## config.mk

```make
export PLATFORM = sky130hd
export DESIGN_NAME = intr_ctrl
export DESIGN_NICKNAME = d
export VERILOG_FILES = /design/src/rtl/intr_ctrl_pkg.sv /design/src/rtl/intr_ctrl_prio_enc.sv /design/src/rtl/intr_ctrl.sv
export SDC_FILE = /design/constraint.sdc
export NUM_CORES = 1
export LEC_CHECK = 0
export ABC_AREA = 0
export BUFFER_PORTS_ARGS = -buffer_cell sky130_fd_sc_hd__buf_2
export CORE_UTILIZATION = 30
export CTS_CLUSTER_DIAMETER = 150
export DETAILED_ROUTE_END_ITERATION = 8
export PLACE_DENSITY = 0.6
export SETUP_SLACK_MARGIN = 0.05
export SYNTH_ARGS = -nofsm -noshare
export SYNTH_HDL_FRONTEND = slang
export SYNTH_HIERARCHICAL = 1
export SYNTH_SLANG_ARGS = --single-unit
```

## constraint.sdc

```tcl
create_clock -name clk -period 2.25 [get_ports clk]
set_input_delay 0.1125 -clock clk [delete_from_list [all_inputs] [get_ports clk]]
set_output_delay 0.1125 -clock clk [all_outputs]
set_load 0.01 [all_outputs]
```

## src/rtl/intr_ctrl_pkg.sv

```systemverilog
// Shared definitions for the interrupt controller: register addresses, FSM
// state encodings and the STATUS word layout. CPU-side code imports the same
// package so both ends agree on addresses and encodings.
package intr_ctrl_pkg;

    // Register addresses on the 5-bit register interface
    localparam logic [4:0] INTR_PENDING = 5'd0;
    localparam logic [4:0] INTR_MASK    = 5'd1;
    localparam logic [4:0] INTR_STATUS  = 5'd2;

    // FSM state encodings
    localparam logic [1:0] ST_IDLE    = 2'd0;
    localparam logic [1:0] ST_REQ     = 2'd1;
    localparam logic [1:0] ST_SERVICE = 2'd2;

    // STATUS = {in_service, zeros, vector}; the vector arrives zero-extended to 8 bits
    function automatic logic [7:0] status_word(input logic in_service, input logic [7:0] vec);
        return {in_service, vec[6:0]};
    endfunction

endpackage

```

## src/rtl/intr_ctrl_prio_enc.sv

```systemverilog
// Lowest-index-first priority encoder. Purely combinational: returns the index
// of the lowest set request bit and a flag saying whether any bit is set.
module prio_enc #(
    parameter int NUM_IRQ = 8,
    parameter int IDX_W   = 3
) (
    input  logic [NUM_IRQ-1:0] req,
    output logic [IDX_W-1:0]   idx,
    output logic               any
);

    // Scan from the top down so the lowest set index is the last one written
    always_comb begin
        // NOTE: every output is given a default before the loop so that no path
        // leaves it unassigned; otherwise synthesis would infer a latch.
        idx = '0;
        any = 1'b0;
        for (int i = NUM_IRQ - 1; i >= 0; i--) begin
            if (req[i]) begin
                idx = IDX_W'(i);
                any = 1'b1;
            end
        end
    end

endmodule

```

## src/rtl/intr_ctrl.sv

```systemverilog
// Interrupt controller sitting behind the I/O controller. Rising edges on the
// interrupt lines set sticky pending bits, a software mask gates them, and a
// single request at a time is handed to the CPU via irq/ack/done. The
// lowest-index active bit wins, and the choice is made at the ack edge.
module intr_ctrl
    import intr_ctrl_pkg::*;
#(
    parameter int NUM_IRQ = 8,
    parameter int IDX_W   = 3
) (
    input  logic               clk,
    input  logic               reset,
    input  logic [NUM_IRQ-1:0] interrupts,
    input  logic [4:0]         readaddr,
    output logic [7:0]         readdata,
    input  logic [4:0]         writeaddr,
    input  logic [7:0]         writedata,
    input  logic               write_en,
    output logic               irq,
    output logic [IDX_W-1:0]   irq_vector,
    input  logic               irq_ack,
    input  logic               irq_done
);

    logic [NUM_IRQ-1:0] pending;
    logic [NUM_IRQ-1:0] mask;
    logic [NUM_IRQ-1:0] prev;
    logic [1:0]         state;

    logic [NUM_IRQ-1:0] rise;
    logic [NUM_IRQ-1:0] active;
    logic [NUM_IRQ-1:0] w1c;
    logic [NUM_IRQ-1:0] ack_clr;
    logic [NUM_IRQ-1:0] pending_nxt;
    logic [IDX_W-1:0]   sel;
    logic               act_any;
    logic               wr_pend;
    logic               wr_mask;
    logic               take_ack;
    logic               in_service;

    // Lowest-index active request
    prio_enc #(
        .NUM_IRQ (NUM_IRQ),
        .IDX_W   (IDX_W)
    ) u_prio_enc (
        .req (active),
        .idx (sel),
        .any (act_any)
    );

    assign rise       = interrupts & ~prev;
    assign active     = pending & mask;
    assign wr_pend    = write_en && (writeaddr == INTR_PENDING);
    assign wr_mask    = write_en && (writeaddr == INTR_MASK);
    assign take_ack   = (state == ST_REQ) && irq_ack && act_any;
    assign in_service = (state == ST_SERVICE);
    assign w1c        = wr_pend ? writedata[NUM_IRQ-1:0] : '0;
    assign ack_clr    = take_ack ? (NUM_IRQ'(1) << sel) : '0;
    // Clears are applied first and new edges OR-ed last, so a fresh edge on a
    // bit being cleared in the same cycle keeps that bit pending.
    assign pending_nxt = (pending & ~w1c & ~ack_clr) | rise;

    // Edge detector, sticky pending bits and the mask register
    always_ff @(posedge clk) begin
        // NOTE: state is updated with non-blocking assignments so every register
        // samples pre-edge values; this is also why an ack uses the old mask and
        // a same-cycle read returns the value from before a write.
        if (reset) begin
            prev    <= '0;
            pending <= '0;
            mask    <= '0;
        end else begin
            prev    <= interrupts;
            pending <= pending_nxt;
            if (wr_mask) begin
                mask <= writedata[NUM_IRQ-1:0];
            end
        end
    end

    // Request/service handshake FSM; irq is high exactly while in REQ
    always_ff @(posedge clk) begin
        if (reset) begin
            state      <= ST_IDLE;
            irq        <= 1'b0;
            irq_vector <= '0;
        end else begin
            case (state)
                ST_IDLE: begin
                    if (act_any) begin
                        state <= ST_REQ;
                        irq   <= 1'b1;
                    end
                end
                ST_REQ: begin
                    if (take_ack) begin
                        state      <= ST_SERVICE;
                        irq        <= 1'b0;
                        irq_vector <= sel;
                    end else if (!act_any) begin
                        // Software masked or cleared the request: withdraw it
                        state <= ST_IDLE;
                        irq   <= 1'b0;
                    end
                end
                ST_SERVICE: begin
                    irq <= 1'b0;
                    if (irq_done) begin
                        state <= ST_IDLE;
                    end
                end
                default: begin
                    state <= ST_IDLE;
                    irq   <= 1'b0;
                end
            endcase
        end
    end

    // Registered read mux, one cycle of latency from readaddr
    always_ff @(posedge clk) begin
        if (reset) begin
            readdata <= 8'd0;
        end else begin
            case (readaddr)
                INTR_PENDING: readdata <= 8'(pending);
                INTR_MASK:    readdata <= 8'(mask);
                INTR_STATUS:  readdata <= status_word(in_service, 8'(irq_vector));
                default:      readdata <= 8'd0;
            endcase
        end
    end

endmodule

```

# After elaboration in Yosys (flattened, before gate mapping)
# Index checks and enable logic that the tools add are counted.
dict set report totals {
  regBits 38
  latch_bits 0
  mem_bits_rw 0
  rom_bits 0
  out_inout_bits 12
  mem_count 0
}
dict set report classes {
  n_addsub 0
  n_mul 0
  div 0
  magnitude_cmp 0
  eq_ne 8
  n_shift 1
  muxes 28
  bitwise_logic 8
  reduce_logical 10
}
# cell count
set ops {}
lappend ops {{8-bit AND} 4}
lappend ops {{3-bit 2-to-1 mux} 8}
lappend ops {{8-bit NOT} 3}
lappend ops {{8-bit one-hot mux with 3 select lines} 1}
lappend ops {{8-bit 2-to-1 mux} 2}
lappend ops {{1-bit 2-to-1 mux} 11}
lappend ops {{5-bit by 1-bit == test with 1-bit output, second input constant} 2}
lappend ops {{5-bit zero test} 2}
lappend ops {{2-bit 2-to-1 mux} 4}
lappend ops {{8-bit OR} 1}
lappend ops {{1-bit by 3-bit left shift with 8-bit output, first input constant} 1}
lappend ops {{2-bit one-hot mux with 3 select lines} 1}
lappend ops {{5-bit by 2-bit == test with 1-bit output, second input constant} 1}
lappend ops {{1-bit logical AND} 4}
lappend ops {{2-bit inequality test, second input constant} 2}
lappend ops {{2-bit AND reduction} 2}
lappend ops {{3-bit inequality test, second input constant} 1}
lappend ops {{3-bit AND reduction} 1}
lappend ops {{2-bit by 1-bit == test with 1-bit output, second input constant} 1}
lappend ops {{2-bit == test, second input constant} 1}
lappend ops {{2-bit zero test} 1}
lappend ops {{1-bit one-hot mux with 2 select lines} 1}

# Longest topological paths before layout
dict set report logic_depth {
  ltp_word 14
  depth_mapped 7
}

# Cells and area by module
# The synthesis kept the hierarchy.
# module n_inst cells_each area_per_inst_um2
set by_module_without_submodules {}
lappend by_module_without_submodules {intr_ctrl 1 168 1607.8}
lappend by_module_without_submodules {prio_enc 1 13 80.1}

# Least setup slack after synthesis
# Ideal clock, no wire load.
dict set report synth_timing {
  kind {reg2reg}
  start {reg pending[5]}
  end {reg pending[2]}
  setup_ns 0.116
  arrival_time_ns 1.843
  slack_ns 0.291
  stages_incl_launch_ff 7
  path_buffers 0
  period_less_slack_ns 1.959
  path_cell_list {dfxtp_1 > and2_1 > nor2_1 > o21ai_0 > a211oi_1 > or4b_1 > a41o_1}
}
dict set report synth_between {
  elab_chain_cells 12
  elab_cells_between_ends 19
  classes_between {shift: 1; mux: 13; bitwise: 4; reduce/logical: 1}
}
# item line_no
set synth_rtl {}
lappend synth_rtl {{start: declaration} intr_ctrl.sv:25} ;# logic [NUM_IRQ-1:0] pending;
lappend synth_rtl {{start signal: assignment} intr_ctrl.sv:75} ;# pending <= pending_nxt;
lappend synth_rtl {{8-bit AND} intr_ctrl.sv:53} ;# assign active = pending & mask;
lappend synth_rtl {{named net active[5]} intr_ctrl.sv:31} ;# logic [NUM_IRQ-1:0] active;
lappend synth_rtl {{3-bit 2-to-1 mux (6 in a row)} intr_ctrl_prio_enc.sv:19} ;# if (req[i]) begin
lappend synth_rtl {{named net sel[1]} intr_ctrl.sv:35} ;# logic [IDX_W-1:0] sel;
lappend synth_rtl {{1-bit by 3-bit left shift with 8-bit output} intr_ctrl.sv:59} ;# assign ack_clr = take_ack ? (NUM_IRQ'(1) << sel) : '0;
lappend synth_rtl {{8-bit 2-to-1 mux} intr_ctrl.sv:59}
lappend synth_rtl {{8-bit NOT} intr_ctrl.sv:62} ;# assign pending_nxt = (pending & ~w1c & ~ack_clr) | rise;
lappend synth_rtl {{8-bit AND} intr_ctrl.sv:62}
lappend synth_rtl {{8-bit OR} intr_ctrl.sv:62}
# The timed path passes the listed nets, and every way through them passes these cells.
# A chain may end at the register's enable or synchronous reset.

# Worst setup path after layout
dict set report layout_timing {
  start {reg pending[2]}
  end {reg pending[4]}
}
dict set report layout_between {
  elab_chain_cells 9
  elab_cells_between_ends 13
  classes_between {shift: 1; mux: 7; bitwise: 4; reduce/logical: 1}
}
# item line_no
set layout_rtl {}
lappend layout_rtl {{8-bit AND} intr_ctrl.sv:53}
lappend layout_rtl {{named net active[2]} intr_ctrl.sv:31}
lappend layout_rtl {{1-bit 2-to-1 mux (3 in a row)} intr_ctrl_prio_enc.sv:19}
lappend layout_rtl {{named net act_any} intr_ctrl.sv:36} ;# logic act_any;
lappend layout_rtl {{1-bit logical AND} intr_ctrl.sv:56} ;# assign take_ack = (state == ST_REQ) && irq_ack && act_any;
lappend layout_rtl {{8-bit 2-to-1 mux} intr_ctrl.sv:59}
lappend layout_rtl {{8-bit NOT} intr_ctrl.sv:62}
lappend layout_rtl {{8-bit AND} intr_ctrl.sv:62}
lappend layout_rtl {{8-bit OR} intr_ctrl.sv:62}
# The timed path passes the listed nets, and every way through them passes these cells.

==> results.json <==
{
  "port_buffers": 42,
  "cts_setup_buffers": 0,
  "cts-resized-gates": 0,
  "finalSetupViolCount": 0,
  "root_buffer": "clkbuf_8",
  "grt_pass1_wl_microns": 6400,
  "leakage_nw": 0.897,
  "critPathSlowestCell": "or4b_1",
  "tns_ns": 0,
  "layout_min_cycle_time_ns": 1.92,
  "final_cell_mix": "buf_2 (42), dfxtp_1 (38), nor2b_1 (19), nand3_1 (16), a21oi_1 (13)",
  "drc": 0,
  "fp.dieH_microns": 77.0,
  "synthCells": 181,
  "synth-seq-cells": 38,
  "io_pins": 43,
  "finalClockSkew_ns": 0.00520,
  "r2r-end": "pending[4]",
  "rsz0062_at_grt": "false",
  "area_growth_pct": 21.9,
  "path_buf_inv": 0,
  "synth_edf_count": 0,
  "cts.sinks": 38,
  "drt_iter0_drc": 81,
  "postSynth.asyncResetShare": 0,
  "met2_usage": 0.214,
  "num_vias": 1408,
  "hold_slack_ns": 0.0662,
  "grt_pass1_vias": 1334,
  "status": "complete, no violations",
  "rrSetupSlack_ns": 0.33,
  "critPathKind": "register to register",
  "drive_gt1_frac": 0.243,
  "end_kind": "register",
  "crit_cells": 6,
  "ys_warn_count": 6,
  "antenna_left": 0,
  "grtUsageMet1": 0.185,
  "syn_nets": 212,
  "r2r_start": "pending[2]",
  "grt-ovfl-total": 0,
  "clockBufferDepth": 2,
  "grt_max_degree": 24,
  "min_to": "prev[3]",
  "crit_path_start_kind": "register",
  "cpPeakStageDelay_ns": 0.54,
  "layout.cells.non_filler": 296,
  "slew_headroom": 0.486,
  "grtUsageMet3": 0.0333,
  "ff2ff_path_depth": 6,
  "path_delay_family": "simple AND/OR/NAND/NOR gates",
  "syn_avg_cell_area_sq_um": 9.33,
  "ys_seq_area_frac": 0.451,
  "path_clk_slew_ns": 0.07,
  "timing_hold_violations_final": 0,
  "rows": 26,
  "peakVddDrop_mv": 0.241,
  "fin_crit_sh": 0.855,
  "core_area_sq_um": 5270,
  "hpwl_microns": 2950,
  "final_core_util": 0.391,
  "wirelength_microns": 3770,
  "die_area_sq_um": 5930,
  "crit_arrival_ns": 2.11,
  "clock_latency_ns": 0.29,
  "hold_buffers": 0,
  "drt_pre_antenna_iters": 4,
  "critPathLaunch": "pending[2]",
  "hold-path-cell-count": 2,
  "ys_types": 34,
  "initial_core_util": 0.320,
  "viasPerCell": 4.76,
  "hp-class": "primary input to register",
  "final_common_cell": "buf_2",
  "dp.cells": 289,
  "synth_area_sq_um": 1690,
  "pre_cts_slack_ns": 0.331,
  "die_x_microns": 77.0,
  "cp_max_fo": 7,
  "slew_viol_final": 0,
  "cts_tree": "done",
  "hp-start": "interrupts[3]",
  "final_nets": 257,
  "antenna_cells": 0,
  "htreeDepth": 2,
  "place_congestion": 0.835,
  "cts_buffers": 5,
  "setup_ws_ns": 0.325,
  "worst_pin_slew_ns": 0.764,
  "path_cells": "and2_1 -> nor4_2 -> nand2_1 -> nand4b_4 -> or4b_1 -> a41o_1",
  "cap_violations": 0,
  "antenna_found_initial": 0,
  "cellPowerDensity_nw_per_um2": 608,
  "fmax_ghz": 0.520,
  "wl_per_cell_microns": 12.7,
  "top_usage_layer": "met2",
  "ys.flop_type": "dfxtp_1",
  "crit_required_ns": 2.43,
  "grt_use_total": 0.141
}
synthesized netlist by cell type, types with 2 or more instances:
cell,instances,area share
dfxtp_1,38,0.45
buf_2,3,0.0089
o21bai_1,2,0.0089
o21ai_1,6,0.018
nor2b_1,19,0.070
nand3_1,16,0.047
a41o_1,7,0.042
or4b_1,3,0.018
o2bb2ai_1,4,0.021
nor2_1,9,0.020
inv_1,4,0.0089
nand2b_1,2,0.0074
nand4b_1,2,0.010
clkbuf_1,5,0.011
a211oi_1,2,0.0089
nand2_1,8,0.018
a21oi_1,13,0.039
nand3b_1,2,0.0089
o21ai_0,3,0.0089
mux2i_1,8,0.047
nor4_1,2,0.0074
and2_1,11,0.041
worst register-to-register path: cells and delay by family, from the launching register on:
kind / cells / cell delay, ns
simple gates: 5 / 1.22
flops: 1 / 0.37
compound gates: 1 / 0.24
logic make-up after synthesis:
group	Yosys count	synth area share
buffers and inverters	12	0.0289
muxes	8	0.0474
AOI/OAI and AO/OA	41	0.165
DFF	38	0.451
and+or+nand+nor	82	0.308
state kept, by name, indices dropped and copies added, names as in the netlist:
name        flops
mask            8
pending         8
prev            8
readdata        8
irq_vector      3
state           2
irq             1
power by group:
part / switching, W / internal [W] / leakage (nW)
Sequential: 0.0000155 / 0.000697 / 0.311
Clock: 0.000218 / 0.000213 / 0.0383
Combinational: 0.0000549 / 0.0000523 / 0.548
Total: 0.000289 / 0.000962 / 0.897
how the worst max path moves through the flow:
stage | slack, ns | to
2_1_floorplan | 0.29 | pending[2]
3_3_place_gp | 0.34 | pending[4]
3_5_place_dp | 0.33 | pending[4]
4_1_cts | 0.31 | pending[4]
5_1_grt | 0.19 | pending[4]
6_report | 0.33 | pending[4]
layout make-up:
class                      count  area [sq um]
tap                           70          87.6
fill                         587          3210
inverter                       4          15.0
multi-input combinational    131           878
sequential                    38           761
timing repair buffer          46           240
clock buffer                   7          76.3
per-stage QoR:
| step | power, W | area (sq um) |
|---|---|---|
| after floorplan | 0.000782 | 1690 |
| after global placement | 0.000835 | 1980 |
| after detailed placement | 0.000836 | 1980 |
| after CTS | 0.00127 | 2060 |
| after global routing | 0.00132 | 2060 |
| final | 0.00125 | 2060 |
per-layer routing:
layer	share of wire	wire, microns	vias up
li1	-	-	745
met1	0.49	1860	624
met5	0	0	-
met4	0.026	98	0
met2	0.45	1690	32
met3	0.034	130	7
Power figures use the tool's default switching activity.
